## config.mk

```make
export PLATFORM = sky130hd
export DESIGN_NAME = e1_rx_liu_mon
export DESIGN_NICKNAME = d
export VERILOG_FILES = /design/src/rtl/e1_rx_liu_mon_pkg.sv /design/src/rtl/e1_pin_sync.sv /design/src/rtl/e1_rx_liu_mon.sv
export SDC_FILE = /design/constraint.sdc
export NUM_CORES = 1
export LEC_CHECK = 0
export ABC_AREA = 0
export CELL_PAD_IN_SITES_DETAIL_PLACEMENT = 1
export CELL_PAD_IN_SITES_GLOBAL_PLACEMENT = 1
export CORE_MARGIN = 2
export CORE_UTILIZATION = 45
export CTS_CLUSTER_DIAMETER = 60
export DETAILED_ROUTE_END_ITERATION = 12
export GPL_ROUTABILITY_DRIVEN = 0
export PLACE_DENSITY_LB_ADDON = 0.1
export SYNTH_ARGS = -nofsm -noshare
export SYNTH_HDL_FRONTEND = slang
export SYNTH_SLANG_ARGS = --single-unit
```

## constraint.sdc

```tcl
create_clock -name clk -period 2.7 [get_ports clk]
set_input_delay 0.405 -clock clk [delete_from_list [all_inputs] [get_ports clk]]
set_output_delay 0.405 -clock clk [all_outputs]
set_load 0.1 [all_outputs]
```

## src/rtl/e1_rx_liu_mon_pkg.sv

```systemverilog
// rtl/e1_rx_liu_mon_pkg.sv - shared FSM encoding, reset constants and helpers for the E1 LIU monitor
package e1_rx_liu_mon_pkg;

  localparam logic [1:0] ST_LOS  = 2'd0;
  localparam logic [1:0] ST_ACQ  = 2'd1;
  localparam logic [1:0] ST_LOCK = 2'd2;

  localparam logic [7:0] PERIOD_MIN_INIT = 8'd255;
  localparam logic [7:0] PERIOD_MAX_INIT = 8'd0;

  function automatic logic [7:0] sat_inc8(input logic [7:0] v);
    return (v == 8'hFF) ? v : v + 8'd1;
  endfunction

endpackage

```

## src/rtl/e1_pin_sync.sv

```systemverilog
// rtl/e1_pin_sync.sv - N-stage pin synchroniser with rising-edge detect on the synchronised level
module e1_pin_sync #(
  parameter int STAGES = 2
) (
  input  logic clk,
  input  logic rst_n,
  input  logic pin_i,
  output logic sync_o,
  output logic rise_o
);

  logic [STAGES-1:0] sr_q;
  logic [STAGES-1:0] sr_d;
  logic              prev_q;

  assign sr_d   = {sr_q[STAGES-2:0], pin_i};
  assign sync_o = sr_q[STAGES-1];
  assign rise_o = sr_q[STAGES-1] & ~prev_q;

  always_ff @(posedge clk or negedge rst_n) begin
    if (!rst_n) begin
      sr_q   <= '0;
      prev_q <= 1'b0;
    end else begin
      sr_q   <= sr_d;
      prev_q <= sr_q[STAGES-1];
    end
  end

endmodule

```

## src/rtl/e1_rx_liu_mon.sv

```systemverilog
// rtl/e1_rx_liu_mon.sv - E1 LIU receive monitor: sync, lock FSM, bit tick; period stats under E1_RX_LIU_MON_STATS_EN
module e1_rx_liu_mon
  import e1_rx_liu_mon_pkg::*;
#(
  parameter int SYNC_STAGES = 2,
  parameter int TIMEOUT     = 63,
  parameter int LOCK_EDGES  = 16
) (
  input  logic       clk,
  input  logic       rst_n,
  input  logic       pad_rx_data,
  input  logic       pad_rx_clk,
  output logic       out_data,
  output logic       out_valid,
  output logic       tick_rx,
  output logic       lock,
  output logic       los_pulse,
  input  logic       stats_clr,
  output logic [7:0] period_min,
  output logic [7:0] period_max
);

  logic       clk_rise, data_sync, unused_clk_sync, unused_data_rise;
  logic [1:0] state_q, state_d;
  logic [7:0] wd_q, wd_d, acq_q, acq_d, bit_q, bit_d;
  logic       out_data_q, out_data_d, out_valid_q, valid_d;
  logic       tick_q, tick_d, los_q, los_d, timeout;

  e1_pin_sync #(.STAGES(SYNC_STAGES)) u_sync_clk (
    .clk(clk), .rst_n(rst_n), .pin_i(pad_rx_clk), .sync_o(unused_clk_sync), .rise_o(clk_rise)
  );
  e1_pin_sync #(.STAGES(SYNC_STAGES)) u_sync_data (
    .clk(clk), .rst_n(rst_n), .pin_i(pad_rx_data), .sync_o(data_sync), .rise_o(unused_data_rise)
  );

  // Watchdog holds the clk cycles elapsed since the last edge, so at an edge it equals the period.
  assign wd_d    = clk_rise ? 8'd1 : sat_inc8(wd_q);
  assign timeout = (wd_q == 8'(TIMEOUT)) && !clk_rise;
  assign valid_d = clk_rise && (state_q == ST_LOCK);

  always_comb begin
    state_d = state_q;
    acq_d   = acq_q;
    los_d   = 1'b0;
    case (state_q)
      ST_LOS: begin
        if (clk_rise) begin
          state_d = ST_ACQ;
          acq_d   = 8'd1;
        end
      end
      ST_ACQ: begin
        if (clk_rise) begin
          acq_d = acq_q + 8'd1;
          if (acq_q + 8'd1 == 8'(LOCK_EDGES)) state_d = ST_LOCK;
        end else if (timeout) begin
          state_d = ST_LOS;
        end
      end
      ST_LOCK: begin
        if (timeout) begin
          state_d = ST_LOS;
          los_d   = 1'b1;
        end
      end
      default: state_d = ST_LOS;
    endcase
  end

  assign bit_d      = (state_q != ST_LOCK) ? 8'd0 : (valid_d ? bit_q + 8'd1 : bit_q);
  assign tick_d     = valid_d && (bit_q == 8'hFF);
  assign out_data_d = valid_d ? data_sync : out_data_q;

  always_ff @(posedge clk or negedge rst_n) begin
    if (!rst_n) begin
      state_q     <= ST_LOS;
      wd_q        <= 8'd0;
      acq_q       <= 8'd0;
      bit_q       <= 8'd0;
      out_data_q  <= 1'b0;
      out_valid_q <= 1'b0;
      tick_q      <= 1'b0;
      los_q       <= 1'b0;
    end else begin
      state_q     <= state_d;
      wd_q        <= wd_d;
      acq_q       <= acq_d;
      bit_q       <= bit_d;
      out_data_q  <= out_data_d;
      out_valid_q <= valid_d;
      tick_q      <= tick_d;
      los_q       <= los_d;
    end
  end

  assign out_data  = out_data_q;
  assign out_valid = out_valid_q;
  assign tick_rx   = tick_q;
  assign los_pulse = los_q;
  assign lock      = (state_q == ST_LOCK);

`ifdef E1_RX_LIU_MON_STATS_EN
  logic [7:0] pmin_q, pmin_d, pmax_q, pmax_d;

  always_comb begin
    pmin_d = pmin_q;
    pmax_d = pmax_q;
    if (stats_clr) begin
      pmin_d = PERIOD_MIN_INIT;
      pmax_d = PERIOD_MAX_INIT;
    end else if (valid_d) begin
      if (wd_q < pmin_q) pmin_d = wd_q;
      if (wd_q > pmax_q) pmax_d = wd_q;
    end
  end

  always_ff @(posedge clk or negedge rst_n) begin
    if (!rst_n) begin
      pmin_q <= PERIOD_MIN_INIT;
      pmax_q <= PERIOD_MAX_INIT;
    end else begin
      pmin_q <= pmin_d;
      pmax_q <= pmax_d;
    end
  end

  assign period_min = pmin_q;
  assign period_max = pmax_q;
`else
  logic unused_stats_clr;
  assign unused_stats_clr = stats_clr;
  assign period_min = 8'd0;
  assign period_max = 8'd0;
`endif

endmodule

```

# --- After elaboration in Yosys (flattened, before gate mapping) ---
# Index checks and enable logic that the tools add are counted.
# Widths: inputs -> output; s select.
totals:
  word_cells: 50
  input_bits: 5
  register_bits: 35
classes:
  add_sub_neg: 3
  bitwise: 2
  n_mux: 14
  n_reduce_logical: 9
  eq_ne: 11
op_table:
  columns: ["cell", "n"]
  rows:
  - ["$mux 8", 6]
  - ["$add 8x1->8 const B", 3]
  - ["$eq 8x8->1 const B", 2]
  - ["$pmux 8 s2", 1]
  - ["$eq 8x5->1 const B", 1]
  - ["$eq 8x6->1 const B", 1]
  - ["$mux 2", 4]
  - ["$ne 2x2->1 const B", 4]
  - ["$pmux 2 s3", 1]
  - ["$reduce_bool 2->1", 2]
  - ["$logic_and 1x1->1", 3]
  - ["$ne 3x3->1 const B", 1]
  - ["$reduce_and 3->1", 1]
  - ["$eq 2x1->1 const B", 1]
  - ["$eq 2x2->1 const B", 1]
  - ["$logic_not 2->1", 1]
  - ["$mux 1", 2]
  - ["$reduce_and 2->1", 1]
  - ["$and 1x1->1", 1]
  - ["$logic_not 1->1", 1]
  - ["$not 1->1", 1]

# --- Logic depth before layout (Yosys ltp) ---
depth:
  word_depth: 7
  depth_mapped: 5

# --- Modules after synthesis ---
# From an unflattened synthesis, not the netlist that was laid out.
unflattened:
  hier_cells: 181
  hier_area_um2: 1805.5
modules_own_cells:
  columns: ["module", "cells_each", "instances", "area_per_inst_um2"]
  rows:
  - ["e1_rx_liu_mon", 173, 1, 1627.8]
  - ["e1_pin_sync", 4, 2, 88.8]

# --- Least setup slack after synthesis ---
# No wires, ideal clock.
synth_timing:
  kind: "register to output"
  startpoint: "register state_q[0]"
  endpoint: "output lock"
  required_ps: 2295
  setup_slack_ps: 1149
  arrival_ps: 1146
  path_stages_with_launch: 3
  cell_sequence: "dfrtp_1 > nand2b_1 > inv_1"
synth_between:
  elab_chain_cells: 1
synth_rtl:
  columns: ["element", "line_no", "source"]
  rows:
  - ["start: declaration", "e1_rx_liu_mon.sv:24", "logic [1:0] state_q, state_d;"]
  - ["start signal: assignment", "e1_rx_liu_mon.sv:85", "state_q <= state_d;"]
  - ["$eq 2x2->1", "e1_rx_liu_mon.sv:100", "assign lock = (state_q == ST_LOCK);"]
  - ["end: declaration", "e1_rx_liu_mon.sv:16", "output logic lock,"]
# Every way passes these cells.

# --- Worst setup path in the final report ---
# Same ends and word-level chain as after synthesis.

==> run summary <==
The run finished with clean final reports. Cells with a size suffix above 1 make up 10.3% of the layout. In this run the critical register-to-register path is captured at out_data. The vias after detailed routing was 1281.

The worst register-to-register path begins at state_q[0]. The number of synthesis warnings was 0. Among all cell types in the netlist, the one instantiated most often is dfrtp_1. Of all nets on the critical path, the largest fanout is 13. The share of the synthesized netlist area taken by xor and xnor gates was 3.46%; the share of total power consumed by net switching was 35.9%.

The top cell type by area accounts for 49.4% of the synthesized area. In the final routed layout, each cell accounts on average for 14.4 um. By startpoint and endpoint, the worst setup path is classified as flop to primary output. The number of antenna diodes in the final layout is 0.

The startpoint of the lowest-slack hold path was u_sync_data.sr_q[0]. The clock insertion delay at the later pin of the skew report was 0.29 ns; the pin count of the biggest net entering global routing was 36. The number of antenna violations at the first check in global routing came out at 0.

Traced cell by cell, the critical path runs through nand2b_1, inv_1, buf_4. Static timing analysis puts the maximum clock frequency at 0.475 GHz. Via count of the first global-routing pass: 1317. The logs give 0.0121 ns for the final worst clock skew and 176 for the instance count of the mapped netlist.

The logs give 4460 um2 for the total die area and 0.348 ns for the final worst hold slack. The most common flop cell mapped by yosys is dfrtp_1. The final design utilization was 51.2%; the number of H-tree branching levels was 2. The global-route wire length before repair was 6070 um; the worst endpoint required time was 2.30 ns. The count of final hold-check violations is 0, and the area of all placed cells without fillers is 1900 um2.

For the post-cts hold buffer count, the log shows 0. The share of the clock period used by the worst path after layout is 77.9%, and the mean instance size in the synthesized netlist is 10.1 um2. The CTS buffer count was 5.

Before CTS, the worst setup slack after placement is 0.882 ns. Dividing total power by cell area gives a power density of 778 nW/um2. The DRC violation count after routing came out at 0.

Using the TritonRoute via totals, the vias-per-cell ratio works out to 5.50. The library cell used as clock root buffer was clkbuf_8. Setup repair after global routing left no endpoint under its margin. The critical path starts at state_q[0]. The deepest clock path buffer count is 2, and the count of pins on the block boundary is 26.

The critical path arrival was 1.70 ns. The logs give 49.1% for the register share of total power and 0 for the setup-violating endpoint count in the final report. Summing the areas of all fa, ha and maj instances in the mapped netlist gives 2.12% of the synthesized area.

TritonCTS built the clock tree. In this run, the clock network consumes 28.1% of the power. The worst hold path belongs to the class flop to flop.

Detailed placement ended at an HPWL of 2410 um. In the final timing run, aggregate negative setup slack is 0 ns. In this run, post-CTS repair resized a total of 0 instances.

Once detail routing completed, the nets flagged for antenna violations numbered 0. The tree built by TritonCTS fans out to 35 sinks. Counting the fill cells in the layout gives 429. Area of the core region: 3720 um2. Depth of the worst register-to-register path: 3.

The maximum VDD drop is 337 uV. Counting instances, the worst hold path has a depth of 0. The number of port buffers was 8.

For this design, the slowest cell found on the critical path is dfrtp_1. For this block, the initial DRC count from the detailed router was 41. The first detailed-routing pass ran for 4 iterations. The synthesized netlist occupies a cell area of 1770 um2. The overall die height is 66.8 um, and the number of rows created at floorplan is 22. The worst setup path is captured at a primary output. After synthesis, the share of flip-flops with an asynchronous set or reset is 100%. The number of distinct library cell variants in the gate-level netlist after synthesis was 48. From left edge to right edge, the die measures 66.8 um.

In the post-synthesis netlist, the biggest area contributors are dfrtp_1 49%, buf_4 6.8%, nand2_1 4.4%. The synthesized netlist devotes 11.3% of its cell area to compound gates. The worst hold path terminates at u_sync_data.sr_q[1]. Setup slack on the worst reg-to-reg path comes out at 1.04 ns. Cell internal power was estimated by the tool at 0.950 mW.

The count of max-cap constraint violations is 0. In this run, synthesis inferred 0 flip-flops with an integrated enable. The synthesized design spends more area on one cell type than any other, namely dfrtp_1. Wires add up to 3360 um.

The fraction of the yosys area taken by sequential cells is 49.4%. The synthesized netlist devotes 23.1% of its cell area to simple gates. Global routing finished with a remaining overflow of 0.

By area, the combinational part of the netlist is dominated by simple AND/OR/NAND/NOR gates. Compared with the post-synthesis result, the final layout area differs by 7.41%. Once the clock tree was built, the setup fixing pass inserted 0 buffers. Combinational cells account for 22.8% of the total power. For the finished layout, the period the worst path requires is 2.10 ns. The largest stage delay on the critical path was 0.51 ns; the final max-slew violation count was 0.

In this run, synthesis produced a sequential element count of 35. Once placement finished, the instance area stood at 1800 um2. The portion of netlist area occupied by mux cells works out to 1.20%. For this design the static power due to leakage is 0.826 nW. By count the netlist is led by 35 x dfrtp_1, 21 x nand2_1, 16 x buf_4. The initial core utilization is 47.7%. The clock transition at the registers of the reported paths works out to 0.07 ns.

The run gives 0.532 mW as the net switching component of the power. The tools report the sort of element at the start of the critical path as a flop. For the number of nets in the finished design, the log shows 192. The overall track demand over capacity in global routing came out at 18.6%. Minimum setup slack in the final design: 0.596 ns.
final cells by class:
type | instances | area (um2) | area share [%]
flip-flops and latches | 35 | 876 | 46.0
multi-input cells | 132 | 790 | 41.5
clock buffers | 8 | 100 | 5.26
repair buffers | 9 | 75.1 | 3.94
well taps | 48 | 60.1 | 3.15
inverters | 1 | 3.75 | 0.197
power groups by stage:
stage | Clock, mW | Sequential [mW] | Combinational (mW)
2_1_floorplan | 0 | 0.704 | 0.312
3_3_place_gp | 0 | 0.726 | 0.324
3_5_place_dp | 0 | 0.737 | 0.342
4_1_cts | 0.429 | 0.727 | 0.342
5_1_grt | 0.450 | 0.749 | 0.383
6_report | 0.417 | 0.727 | 0.338
worst max-delay path: cells and delay by family, from the launching register on:
| family | cells | cell delay, ns |
|---|---|---|
| buf+inv | 2 | 0.47 |
| flops | 1 | 0.51 |
| simple gates | 1 | 0.42 |
metrics by stage:
stage	total power [mW]	std cells
4_1_cts	1.50	233
2_1_floorplan	1.02	191
3_3_place_gp	1.05	225
3_5_place_dp	1.08	225
5_1_grt	1.58	233
6_report	1.48	233
sequential cells by signal, summed over array words and instances (netlist names):
name,count
acq_q,8
u_sync_data.sr_q,2
u_sync_clk.prev_q,1
state_q,2
out_data,1
los_pulse,1
tick_rx,1
out_valid,1
wd_q,8
bit_q,8
u_sync_clk.sr_q,2
layout by cell type, fill, tap and decap left out, types with 2 or more instances in the layout:
| cell | n |
|---|---|
| xnor2_1 | 3 |
| nand3_1 | 14 |
| clkdlybuf4s50_1 | 3 |
| nand2b_1 | 3 |
| conb_1 | 16 |
| xor2_1 | 4 |
| a31oi_1 | 4 |
| o21ai_0 | 5 |
| a211oi_1 | 3 |
| nand4_1 | 2 |
| buf_4 | 6 |
| ha_1 | 3 |
| o21a_1 | 2 |
| a21oi_1 | 5 |
| a22o_1 | 3 |
| nand2_1 | 21 |
| clkbuf_8 | 7 |
| dfrtp_1 | 35 |
| nor3_1 | 5 |
| nor2_1 | 11 |
| and3_1 | 2 |
| nor4_1 | 2 |
| and4_1 | 2 |
how the worst max path moves through the flow:
stage          endpoint  slack, ns  cells past startpoint
2_1_floorplan      lock       1.15                      2
3_3_place_gp       lock       0.92                      3
3_5_place_dp       lock       0.88                      3
4_1_cts            lock       0.56                      3
5_1_grt            lock       0.49                      3
6_report           lock       0.60                      3
routing by layer:
metal	vias to the layer above	track usage, %	wire length (um)
li1	612	-	-
met1	643	21.8	1510
met2	19	30.8	1660
met3	7	5.57	105
met4	0	9.18	81
met5	-	0	0
kinds of logic (layout without fill, tap and decap cells):
kind of cell             after synthesis  after routing
buffers and inverters                 24             18
adder cells (fa/ha/maj)                3              3
multiplexers                           2              2
XOR/XNOR                               7              7
AO/OA/AOI/OAI                         30             30
other                                  1             16
AND/OR/NAND/NOR                       74             74
flip-flops                            35             35
(Power assumes the default switching activity.)
